### src/rtl/capture_sequencer.sv
// capture_sequencer: armed/triggered/done run control for the channel-A ADC capture path.
// Define CAPTURE_SEQ_FORCE_TRIG_EN to add the i_force_trig input.
module capture_sequencer #(
    parameter int unsigned DW       = 14,
    parameter int unsigned SETTLE_W = 16,
    parameter int unsigned LEN_W    = 12
) (
    input  logic             i_fco,
    input  logic             i_rst,
    input  logic             i_arm,
    input  logic             i_abort,
    input  logic             i_dco_locked,
    input  logic             i_fco_locked,
    input  logic [DW-1:0]    i_thresh,
    input  logic [LEN_W-1:0] i_post_len,
    input  logic [DW-1:0]    i_din,
    input  logic             i_din_vld,
    input  logic             i_fifo_full,
`ifdef CAPTURE_SEQ_FORCE_TRIG_EN
    input  logic             i_force_trig,
`endif
    output logic [DW-1:0]    o_dout,
    output logic             o_load,
    output logic             o_busy,
    output logic             o_trig,
    output logic             o_done,
    output logic             o_overflow,
    output logic             o_lock_err,
    output logic [2:0]       o_state
);

    typedef enum logic [2:0] {
        StIdle     = 3'd0,
        StSettle   = 3'd1,
        StWaitTrig = 3'd2,
        StRecord   = 3'd3,
        StDone     = 3'd4
    } state_e;

    localparam logic [DW-1:0] Mid = {1'b1, {(DW-1){1'b0}}};

    state_e              r_state;
    logic [SETTLE_W-1:0] r_settle_cnt;
    logic [LEN_W:0]      r_smp_cnt;
    logic [DW-1:0]       r_dout;
    logic                r_load;
    logic                r_busy;
    logic                r_trig;
    logic                r_done;
    logic                r_overflow;
    logic                r_lock_err;

    logic                w_locked;
    logic [DW-1:0]       w_mag;
    logic [LEN_W:0]      w_target;
    logic [LEN_W:0]      w_cnt_base;
    logic [LEN_W:0]      w_cnt_inc;
    logic [SETTLE_W-1:0] w_settle_nxt;
    logic                w_force_hit;
    logic                w_trig_cond;

`ifdef CAPTURE_SEQ_FORCE_TRIG_EN
    logic                r_force_pend;
    assign w_force_hit = i_force_trig | r_force_pend;
`else
    assign w_force_hit = 1'b0;
`endif

    assign w_locked     = i_dco_locked & i_fco_locked;
    // Offset-binary magnitude about mid-scale.
    assign w_mag        = (i_din >= Mid) ? (i_din - Mid) : (Mid - i_din);
    assign w_trig_cond  = (w_mag >= i_thresh) | w_force_hit;
    assign w_target     = (i_post_len == '0) ? {1'b1, {LEN_W{1'b0}}} : {1'b0, i_post_len};
    // The triggering sample is counted from zero, so it may also complete the record.
    assign w_cnt_base   = (r_state == StRecord) ? r_smp_cnt : '0;
    assign w_cnt_inc    = w_cnt_base + 1'b1;
    assign w_settle_nxt = r_settle_cnt + 1'b1;

    always_ff @(posedge i_fco) begin
        if (i_rst) begin
            r_state      <= StIdle;
            r_settle_cnt <= '0;
            r_smp_cnt    <= '0;
            r_dout       <= '0;
            r_load       <= 1'b0;
            r_busy       <= 1'b0;
            r_trig       <= 1'b0;
            r_done       <= 1'b0;
            r_overflow   <= 1'b0;
            r_lock_err   <= 1'b0;
`ifdef CAPTURE_SEQ_FORCE_TRIG_EN
            r_force_pend <= 1'b0;
`endif
        end else begin
            r_dout <= i_din;
            r_load <= 1'b0;
            r_trig <= 1'b0;
`ifdef CAPTURE_SEQ_FORCE_TRIG_EN
            r_force_pend <= 1'b0;
`endif
            if (i_abort) begin
                r_state <= StIdle;
                r_busy  <= 1'b0;
                r_done  <= 1'b0;
            end else if (r_busy && !w_locked) begin
                r_state    <= StIdle;
                r_busy     <= 1'b0;
                r_lock_err <= 1'b1;
            end else begin
                unique case (r_state)
                    StIdle: begin
                        if (i_arm && w_locked) begin
                            r_state      <= StSettle;
                            r_busy       <= 1'b1;
                            r_settle_cnt <= '0;
                            r_overflow   <= 1'b0;
                            r_lock_err   <= 1'b0;
                        end
                    end
                    StSettle: begin
                        r_settle_cnt <= w_settle_nxt;
                        if (&w_settle_nxt) r_state <= StWaitTrig;
                    end
                    StWaitTrig, StRecord: begin
                        if (i_din_vld && (r_state == StRecord || w_trig_cond)) begin
                            if (r_state == StWaitTrig) r_trig <= 1'b1;
                            r_state <= StRecord;
                            if (i_fifo_full) begin
                                r_overflow <= 1'b1;
                                r_smp_cnt  <= w_cnt_base;
                            end else begin
                                r_load    <= 1'b1;
                                r_smp_cnt <= w_cnt_inc;
                                if (w_cnt_inc >= w_target) begin
                                    r_state <= StDone;
                                    r_busy  <= 1'b0;
                                    r_done  <= 1'b1;
                                end
                            end
                        end
`ifdef CAPTURE_SEQ_FORCE_TRIG_EN
                        else if (r_state == StWaitTrig) begin
                            r_force_pend <= r_force_pend | i_force_trig;
                        end
`endif
                    end
                    StDone: begin
                        if (i_arm) begin
                            r_done     <= 1'b0;
                            r_overflow <= 1'b0;
                            r_lock_err <= 1'b0;
                            if (w_locked) begin
                                r_state <= StWaitTrig;
                                r_busy  <= 1'b1;
                            end else begin
                                r_state <= StIdle;
                            end
                        end
                    end
                    default: begin
                        r_state <= StIdle;
                        r_busy  <= 1'b0;
                        r_done  <= 1'b0;
                    end
                endcase
            end
        end
    end

    assign o_dout     = r_dout;
    assign o_load     = r_load;
    assign o_busy     = r_busy;
    assign o_trig     = r_trig;
    assign o_done     = r_done;
    assign o_overflow = r_overflow;
    assign o_lock_err = r_lock_err;
    assign o_state    = r_state;

endmodule

### config.mk
export PLATFORM = sky130hd
export DESIGN_NAME = capture_sequencer
export DESIGN_NICKNAME = d
export VERILOG_FILES = /design/src/rtl/capture_sequencer.sv
export SDC_FILE = /design/constraint.sdc
export NUM_CORES = 1
export LEC_CHECK = 0
export CAP_MARGIN = 20
export CORE_ASPECT_RATIO = 0.8
export CORE_MARGIN = 10
export CORE_UTILIZATION = 48
export DETAILED_ROUTE_END_ITERATION = 12
export PLACE_DENSITY = 0.75
export SYNTH_ARGS = -nofsm -noshare
export SYNTH_HDL_FRONTEND = slang
export SYNTH_SLANG_ARGS = --single-unit
### constraint.sdc
create_clock -name i_fco -period 4.7 [get_ports i_fco]
set_clock_uncertainty 0.15 [all_clocks]
set_input_delay 1.175 -clock i_fco [delete_from_list [all_inputs] [get_ports i_fco]]
set_output_delay 1.175 -clock i_fco [all_outputs]
set_load 0.02 [all_outputs]
==> results of run 1 <==
## routing by layer
layer,up-vias,GRT usage,part of all wire
met5,-,0,0
met4,0,0.0398,0.012
met3,11,0.0374,0.062
met2,124,0.264,0.44
met1,1699,0.231,0.49
li1,1863,-,-
## kinds of logic after synthesis
logic type / count (synthesis) / share of synthesized area
buffers and inverters: 62 / 0.0642
AND/OR/NAND/NOR: 194 / 0.280
multiplexers: 2 / 0.00577
adder cells (fa/ha/maj): 30 / 0.102
XOR/XNOR: 27 / 0.0642
AO/OA/AOI/OAI: 112 / 0.201
flip-flops: 52 / 0.283
## timing repair
action	in CTS	in global routing
setup buffers	0	1
resized for setup	0	19
pin swaps	0	5
endpoints found under the hold margin	0	0
setup endpoints to repair	4	21
## cells in the mapped netlist (2+ instances only)
master,count,share of area
xor2_1,14,0.033
nand2_1,34,0.035
a32o_1,4,0.011
a32oi_1,2,0.0048
a31oi_1,5,0.0085
nand4b_1,4,0.0095
nor2_1,62,0.063
o2111ai_1,2,0.0048
a311oi_1,3,0.0071
o21a_1,4,0.0082
nor2b_1,15,0.025
inv_1,42,0.043
a21o_1,9,0.018
nand3_1,14,0.019
nor4_1,8,0.014
dfxtp_1,52,0.28
and3_1,5,0.0085
a22o_1,2,0.0048
nor3_2,2,0.0054
nor4b_1,2,0.0048
and4_1,2,0.0048
a211oi_1,5,0.010
a21oi_1,35,0.048
nand4_1,11,0.019
ha_1,30,0.10
and2_1,4,0.0068
or3_1,3,0.0051
o32ai_1,2,0.0048
o21ai_0,22,0.030
nand2b_1,2,0.0034
xnor2_1,13,0.031
clkbuf_1,16,0.016
o31ai_1,4,0.0082
a221o_1,2,0.0054
nand3b_1,8,0.016
buf_2,3,0.0041
nor3_1,10,0.014
## flip-flops by register name, summed over array words and instances, names as in the netlist
| signal | flops |
|---|---|
| o_busy | 1 |
| o_done | 1 |
| o_dout | 14 |
| o_load | 1 |
| o_lock_err | 1 |
| o_overflow | 1 |
| o_state | 3 |
| o_trig | 1 |
| r_settle_cnt | 16 |
| r_smp_cnt | 13 |
## critical path: stages
cell and delay (ns):
clkdlybuf4s50_1 0.44, nor2_2 0.14, nor4b_4 0.19, buf_4 0.15, nand2_2 0.07, nor3_4 0.22
a21oi_2 0.09, xor2_1 0.16, ha_1 0.30, a21o_1 0.18, a21o_1 0.17, a221o_1 0.36
buf_4 0.15, a221o_1 0.37, nor2b_1 0.17, o31ai_1 0.22
## through the flow
stage	power [mW]	hold WS, ns	instance area, um2	std cells
CTS	0.959	0.341	4710	664
detailed placement	0.655	0.327	4600	656
global route	1.01	0.365	4800	665
finish	0.969	0.340	4800	665
global placement	0.651	0.322	4600	656
floorplan	0.556	0.297	3680	479
## path summary, 6_finish.rpt
path | from | to | slack (ns) | depth (start not counted)
worst min-delay path | o_lock_err | o_lock_err | 0.34 | 2
worst max register to register | r_smp_cnt[0] | o_state[0] | 1.11 | 15
worst min register to register | o_lock_err | o_lock_err | 0.34 | 2
worst max-delay path | i_din[2] | o_state[2] | 0.21 | 16
## cell type report
| class | count | share of cell area |
|---|---|---|
| clock inverter | 2 | 0.00730 |
| clock buffer | 6 | 0.0151 |
| multi-input combinational | 365 | 0.519 |
| timing repair buffer | 92 | 0.181 |
| inverter | 43 | 0.0336 |
| tap | 105 | 0.0274 |
| sequential | 52 | 0.217 |
## power by group
| part | switching (mW) | leakage (nW) | internal, mW | total (mW) |
|---|---|---|---|---|
| Sequential | 0.00348 | 0.423 | 0.448 | 0.451 |
| Clock | 0.152 | 0.0552 | 0.158 | 0.311 |
| Combinational | 0.105 | 1.40 | 0.102 | 0.207 |
| Total | 0.260 | 1.88 | 0.708 | 0.969 |
==> flow_summary.ini, run 1 <==
[outcome]
status = finished, final reports clean

[logic_synthesis]
ys_ff_latch = 52
synth_seq_area_share = 0.283
ys_types = 59
synth_edf_count = 0
avgSynthCellArea_um2 = 7.69
ys_async_sr_fraction = 0
syn_area_mm2 = 0.00368
synth_warnings = 0
syn_inst = 479
synth_ff_type = dfxtp_1
synth_nets = 557

[floorplan]
rows = 28
start_util = 0.496
die_h_um = 98.4
die-area_mm2 = 0.0116
coreArea_mm2 = 0.00743
die_w_um = 118
ios = 71

[pwr]
p_leak_nw = 1.88
powerDensity_mw_per_mm2 = 202
vdd_drop_max_v = 0.000144

[place]
place.gp.congestion = 0.888
port_buffers = 70
preCtsSetupSlack_ns = -0.273
place_hpwl_mm = 7.99

[detailed_routing]
drtIter0Drc = 234
drc_errors = 0
via_per_inst = 5.56
wl_mm = 10.4
vias = 3697
drtAntennaViolNets = 0
wl_per_cell_um = 15.7
first_pass_iters = 5

[worst_setup_path]
path_class = in2reg
cp-start-kind = input pin
crit_path_end_kind = flip-flop
cp.arrival_ns = 4.55
critical_path.max_fanout = 3
critical_path_required_ns = 4.76

[clock_tree]
cts_made_buffers = 5
numClockSinks = 52
tritoncts = built
clockRootBuffer = clkbuf_8
cts-hold-fix-buffers = 0
clkLatencyLatePin_ns = 0.31
htree_levels = 2
clockBufferDepth = 2
clkTransAtPathRegs_ns = 0.09

[flow_run]
cap_violations = 0

[sta]
fin_ws_ns = 0.207
min_period_ns = 4.49
final_max_slew_viol_count = 0
finalSetupTns_ns = 0
hold_violations = 0
max-slew-margin-rel = 0.469
worst_pin_slew_ns = 0.794
fmax_mhz = 223
setup_viol = 0
min_period_over_period = 0.956

[global_route]
grt_max_degree = 37
grt_antenna_before_repair = 0
grt_pass1_vias = 3492
grt_pass1_wl_mm = 16.9
grt.total_usage = 0.169
grt_overflow_total = 0

[final_layout]
layout_common_cells = 70 x clkdlybuf4s50_1, 59 x nor2_1, 52 x dfxtp_1
regArea_mm2 = 0.00104
antenna_cells = 0
final_core_util = 0.647
area_growth_pct = 30.4
final_common_cell = clkdlybuf4s50_1
fill_cells = 659
drive_above_1_share = 0.0911
nets = 637
multi_input_area_mm2 = 0.00249

[min_path]
min_path_type = reg2reg
Note: power is estimated with default switching activity, not from simulation.
==> run 2, diff against run 1 <==
Clock period 4.7 ns to 4.9 ns, I/O delays scaled along.
==> run 2 against run 1 <==
Clock-buffer cell count unchanged. Via count down 0.92%. Routed wire length down 2.6%. Critical path depth unchanged. Total power down 11%. Global-route usage down 0.13 points. First-iteration DRC count down 7.3%. Final cell count down 0.75%. Clock power down 24%. Non-clock buffer count down 4. Critical endpoint is now r_smp_cnt[12]. Largest cell class unchanged. Highest routed layer unchanged.
==> flow_summary.ini, run 2 (synthesis results as in run 1) <==
[outcome]
status = finished, final reports clean

[place]
place_area_mm2 = 0.00458
place.gp.congestion = 0.901
port_buffers = 70
place_hpwl_mm = 7.88

[floorplan]
start_util = 0.496
coreArea_mm2 = 0.00743
die_w_um = 118
rows = 28
die_h_um = 98.4
ios = 71
die-area_mm2 = 0.0116

[global_route]
grt_max_degree = 33
grt_overflow_total = 0
grt.total_usage = 0.168
grt_antenna_before_repair = 0
grt_pass1_vias = 3360
grt_pass1_wl_mm = 16.6

[pwr]
vdd_drop_max_v = 0.000136
p_int_uw = 621
comb_power_share = 0.221
powerDensity_mw_per_mm2 = 183
power_frac_seq = 0.504
swShare = 0.276
p_leak_nw = 1.83
power.share.clock = 0.275
power.switching_uw = 237

[sta]
setup_viol = 0
min_period_over_period = 0.966
rsz0062_at_grt = true
max-slew-margin-rel = 0.491
worst_pin_slew_ns = 0.762
final_max_slew_viol_count = 0
min_period_ns = 4.73
hold_violations = 0
finalSetupTns_ns = 0
fmax_mhz = 211
fin_hold_ws_ns = 0.337

[clock_tree]
clkLatencyLatePin_ns = 0.30
clockRootBuffer = clkbuf_8
htree_levels = 2
clockBufferDepth = 2
numClockSinks = 52
cts_made_buffers = 5
clkTransAtPathRegs_ns = 0.09
tritoncts = built

[final_layout]
regMostFlops = r_settle_cnt
largest_register_ffs = 16
antenna_cells = 0
layout_common_cells = 70 x clkdlybuf4s50_1, 60 x nor2_1, 52 x dfxtp_1
nets = 633
final_core_util = 0.631
final_common_cell = clkdlybuf4s50_1
drive_above_1_share = 0.0685
area_growth_pct = 27.2
fin_area_mm2 = 0.00469

[detailed_routing]
via_per_inst = 5.55
wl_mm = 10.2
first_pass_iters = 5
drtAntennaViolNets = 0
drtIter0Drc = 217
vias = 3663
drc_errors = 0
wl_per_cell_um = 15.4

[flow_run]
cap_violations = 0

[worst_setup_path]
max_stage_delay_ns = 0.62
critical_path_required_ns = 4.94
cp-start-kind = input pin
cpMostUsedCell = nor2_1
cp.arrival_ns = 4.77
cp_cell_sequence = clkdlybuf4s50_1 > nor2_1 > nor4b_2 > buf_4 > nand2_1 > nor3_2 > a21oi_1 > xor2_1 > ha_1 > nand4_1 > nor2_2 > a221o_1 > a41oi_4 > a211oi_1 > o32a_1 > nor2_1
slowest_stage = a211oi_1
path_class = in2reg
crit_path_end_kind = flip-flop
critical_path.max_fanout = 7

[min_path]
min_path_type = reg2reg
-- run 2: path summary, 6_finish.rpt --
kind | slack (ns) | depth (start not counted) | to | start
setup / recovery | 0.17 | 16 | r_smp_cnt[12] | i_din[3]
hold / removal | 0.34 | 2 | o_lock_err | o_lock_err
setup reg to reg | 1.23 | 15 | o_done | r_smp_cnt[0]
hold reg to reg | 0.34 | 2 | o_lock_err | o_lock_err
-- run 2: layer usage --
layer | GRT usage | wire (um) | vias to the layer above
li1 | - | - | 1865
met1 | 0.241 | 5150 | 1659
met2 | 0.247 | 4290 | 129
met3 | 0.0334 | 627 | 10
met4 | 0.0436 | 104 | 0
met5 | 0 | 0 | -
-- run 2: what timing repair did --
action	4_1_cts	5_1_grt
buffers inserted	0	0
hold buffers	0	0
resized for setup	0	6
endpoints found under the setup margin	0	17
-- run 2: metrics by stage --
step / power [mW] / setup slack [ns] / cells
after floorplan: 0.533 / 0.634 / 479
after global placement: 0.622 / 0.00153 / 653
after detailed placement: 0.626 / -0.237 / 653
after CTS: 0.860 / 0.0547 / 660
after global routing: 0.899 / -0.0877 / 660
final: 0.858 / 0.169 / 660
-- run 2: power by group through the flow --
| stage | sequential [mW] | clock [mW] | combinational (mW) |
|---|---|---|---|
| global placement | 0.442 | 0 | 0.180 |
| CTS | 0.433 | 0.243 | 0.185 |
| global route | 0.434 | 0.258 | 0.208 |
| finish | 0.433 | 0.236 | 0.189 |
| detailed placement | 0.442 | 0 | 0.183 |
| floorplan | 0.451 | 0 | 0.0828 |
-- run 2: layout make-up --
type / count / area, um2
repair buffers: 88 / 836
clock inverters: 1 / 5.00
multi-input cells: 365 / 2440
flip-flops and latches: 52 / 1040
inverters: 43 / 161
well taps: 105 / 131
fillers: 674 / 2740
clock buffers: 6 / 72.6
-- run 2: worst max-delay path: cells and delay by family --
family / cells / cell delay, ns
AO/OA/AOI/OAI: 5 / 1.32
XOR/XNOR: 1 / 0.16
adder cells (fa/ha/maj): 1 / 0.30
buffers and inverters: 2 / 0.59
AND/OR/NAND/NOR: 7 / 1.17
==> run 3, diff against run 2 <==
Settings changed: CORE_MARGIN 10 to unset.
==> run 3 against run 2 <==
Sequential power is essentially flat. Final area grew 0.13%. Register-to-register slack lost 0.04 ns. Critical path depth is the same. Sequential share of layout area is essentially flat. Final cell count is the same. Utilization grew 0.084 points. Critical endpoint is now o_state[0].
==> flow_summary.ini, run 3 (synthesis results as in run 1) <==
[global_route]
grt_max_degree = 33
grt_overflow_total = 0
grt.total_usage = 0.250
grt_pass1_wl_mm = 15.9
grt_antenna_before_repair = 0
grt_pass1_vias = 3403

[place]
placedCellCount = 652
place_hpwl_mm = 7.38
place.gp.congestion = 0.911
place_area_mm2 = 0.00457
port_buffers = 70

[pwr]
powerDensity_mw_per_mm2 = 190
vdd_drop_max_v = 0.000117
p_total_uw = 893
p_leak_nw = 1.83

[clock_tree]
clkLatencyLatePin_ns = 0.32
clockRootBuffer = clkbuf_8
cts_setup_buffers = 0
clkTransAtPathRegs_ns = 0.11
cts-hold-fix-buffers = 0
tritoncts = built
cts_resized = 0
htree_levels = 2
clockBufferDepth = 2
numClockSinks = 52
cts_made_buffers = 5

[final_layout]
final_common_cell = clkdlybuf4s50_1
layout_common_cells = 70 x clkdlybuf4s50_1, 60 x nor2_1, 52 x dfxtp_1
fin_area_mm2 = 0.00469
regMostFlops = r_settle_cnt
final_core_util = 0.632
nets = 632
drive_above_1_share = 0.0685
antenna_cells = 0
largest_register_ffs = 16
stdcell_count = 660
area_growth_pct = 27.4

[min_path]
min_from = r_settle_cnt[14]
whs_endpoint = r_settle_cnt[14]
hold_path_depth = 1
min_path_type = reg2reg

[detailed_routing]
drtIter0Drc = 202
via_per_inst = 5.68
wl_mm = 9.79
wl_per_cell_um = 14.8
vias = 3749
drc_errors = 0
first_pass_iters = 5
drtAntennaViolNets = 0

[worst_setup_path]
critical_path_required_ns = 4.97
rr_worst_depth = 16
cp_cell_sequence = clkdlybuf4s50_1 > nor2_1 > nor4b_2 > nand2_1 > nor3_1 > a21oi_1 > xor2_1 > ha_1 > a21o_1 > a21o_1 > a221o_1 > buf_4 > a221o_1 > nor2b_1 > o22ai_1 > nor2_1
cp-start-kind = input pin
slowest_stage = clkdlybuf4s50_1
crit_buf_inv = 2
path_class = in2reg
critical_path.max_fanout = 3
cp.arrival_ns = 4.74
reg2reg_slack_ns = 1.19
max_stage_delay_ns = 0.43
reg2reg_from = o_state[2]
cp.depth = 16
r2r-end = o_done
crit_family = compound AO/OA/AOI/OAI gates
crit_path_end_kind = flip-flop

[sta]
max-slew-margin-rel = 0.474
hold_violations = 0
fin_hold_ws_ns = 0.342
setup_viol = 0
min_period_over_period = 0.953
min_period_ns = 4.67
fmax_mhz = 214
worst_pin_slew_ns = 0.787
final_max_slew_viol_count = 0

[floorplan]
ios = 71
die_w_um = 99.9
rows = 28
die_h_um = 80.4
start_util = 0.496
coreArea_mm2 = 0.00743
die-area_mm2 = 0.00803

[outcome]
status = finished, final reports clean

[flow_run]
cap_violations = 0
## run 3: cell type report
class,count,area [um2]
fill,655,2730
multi-input combinational,365,2430
clock inverter,2,13.8
tap,105,131
clock buffer,6,82.6
inverter,43,161
sequential,52,1040
timing repair buffer,87,828
## run 3: through the flow
| step | worst slack [ns] | TNS, ns |
|---|---|---|
| floorplan | 0.634 | 0 |
| global placement | -0.0230 | -0.0334 |
| detailed placement | -0.168 | -1.26 |
| CTS | 0.144 | 0 |
| global route | -0.0351 | -0.0558 |
| finish | 0.231 | 0 |
## run 3: power by group
part           leakage (nW)  total (mW)  internal (mW)  switching, mW
logic                  1.36       0.189         0.0938         0.0950
registers             0.423       0.433          0.429        0.00336
clock network        0.0516       0.271          0.116          0.155
## run 3: worst max-delay path by stage
| stage | from | end | slack (ns) |
|---|---|---|---|
| final | i_din[3] | o_state[0] | 0.23 |
| after detailed placement | i_din[3] | r_smp_cnt[11] | -0.17 |
| after CTS | i_din[3] | r_smp_cnt[11] | 0.14 |
| after global routing | i_din[3] | r_smp_cnt[11] | -0.04 |
| after global placement | i_din[3] | o_state[0] | -0.02 |
| after floorplan | i_din[3] | r_smp_cnt[0] | 0.63 |
## run 3: layer usage
layer  vias to the layer above  GRT usage  wire length [um]
li1                       1859          -                 -
met1                      1740      0.360              4780
met2                       138      0.390              4240
met3                        12     0.0357               656
met4                         0     0.0618               112
met5                         -          0                 0
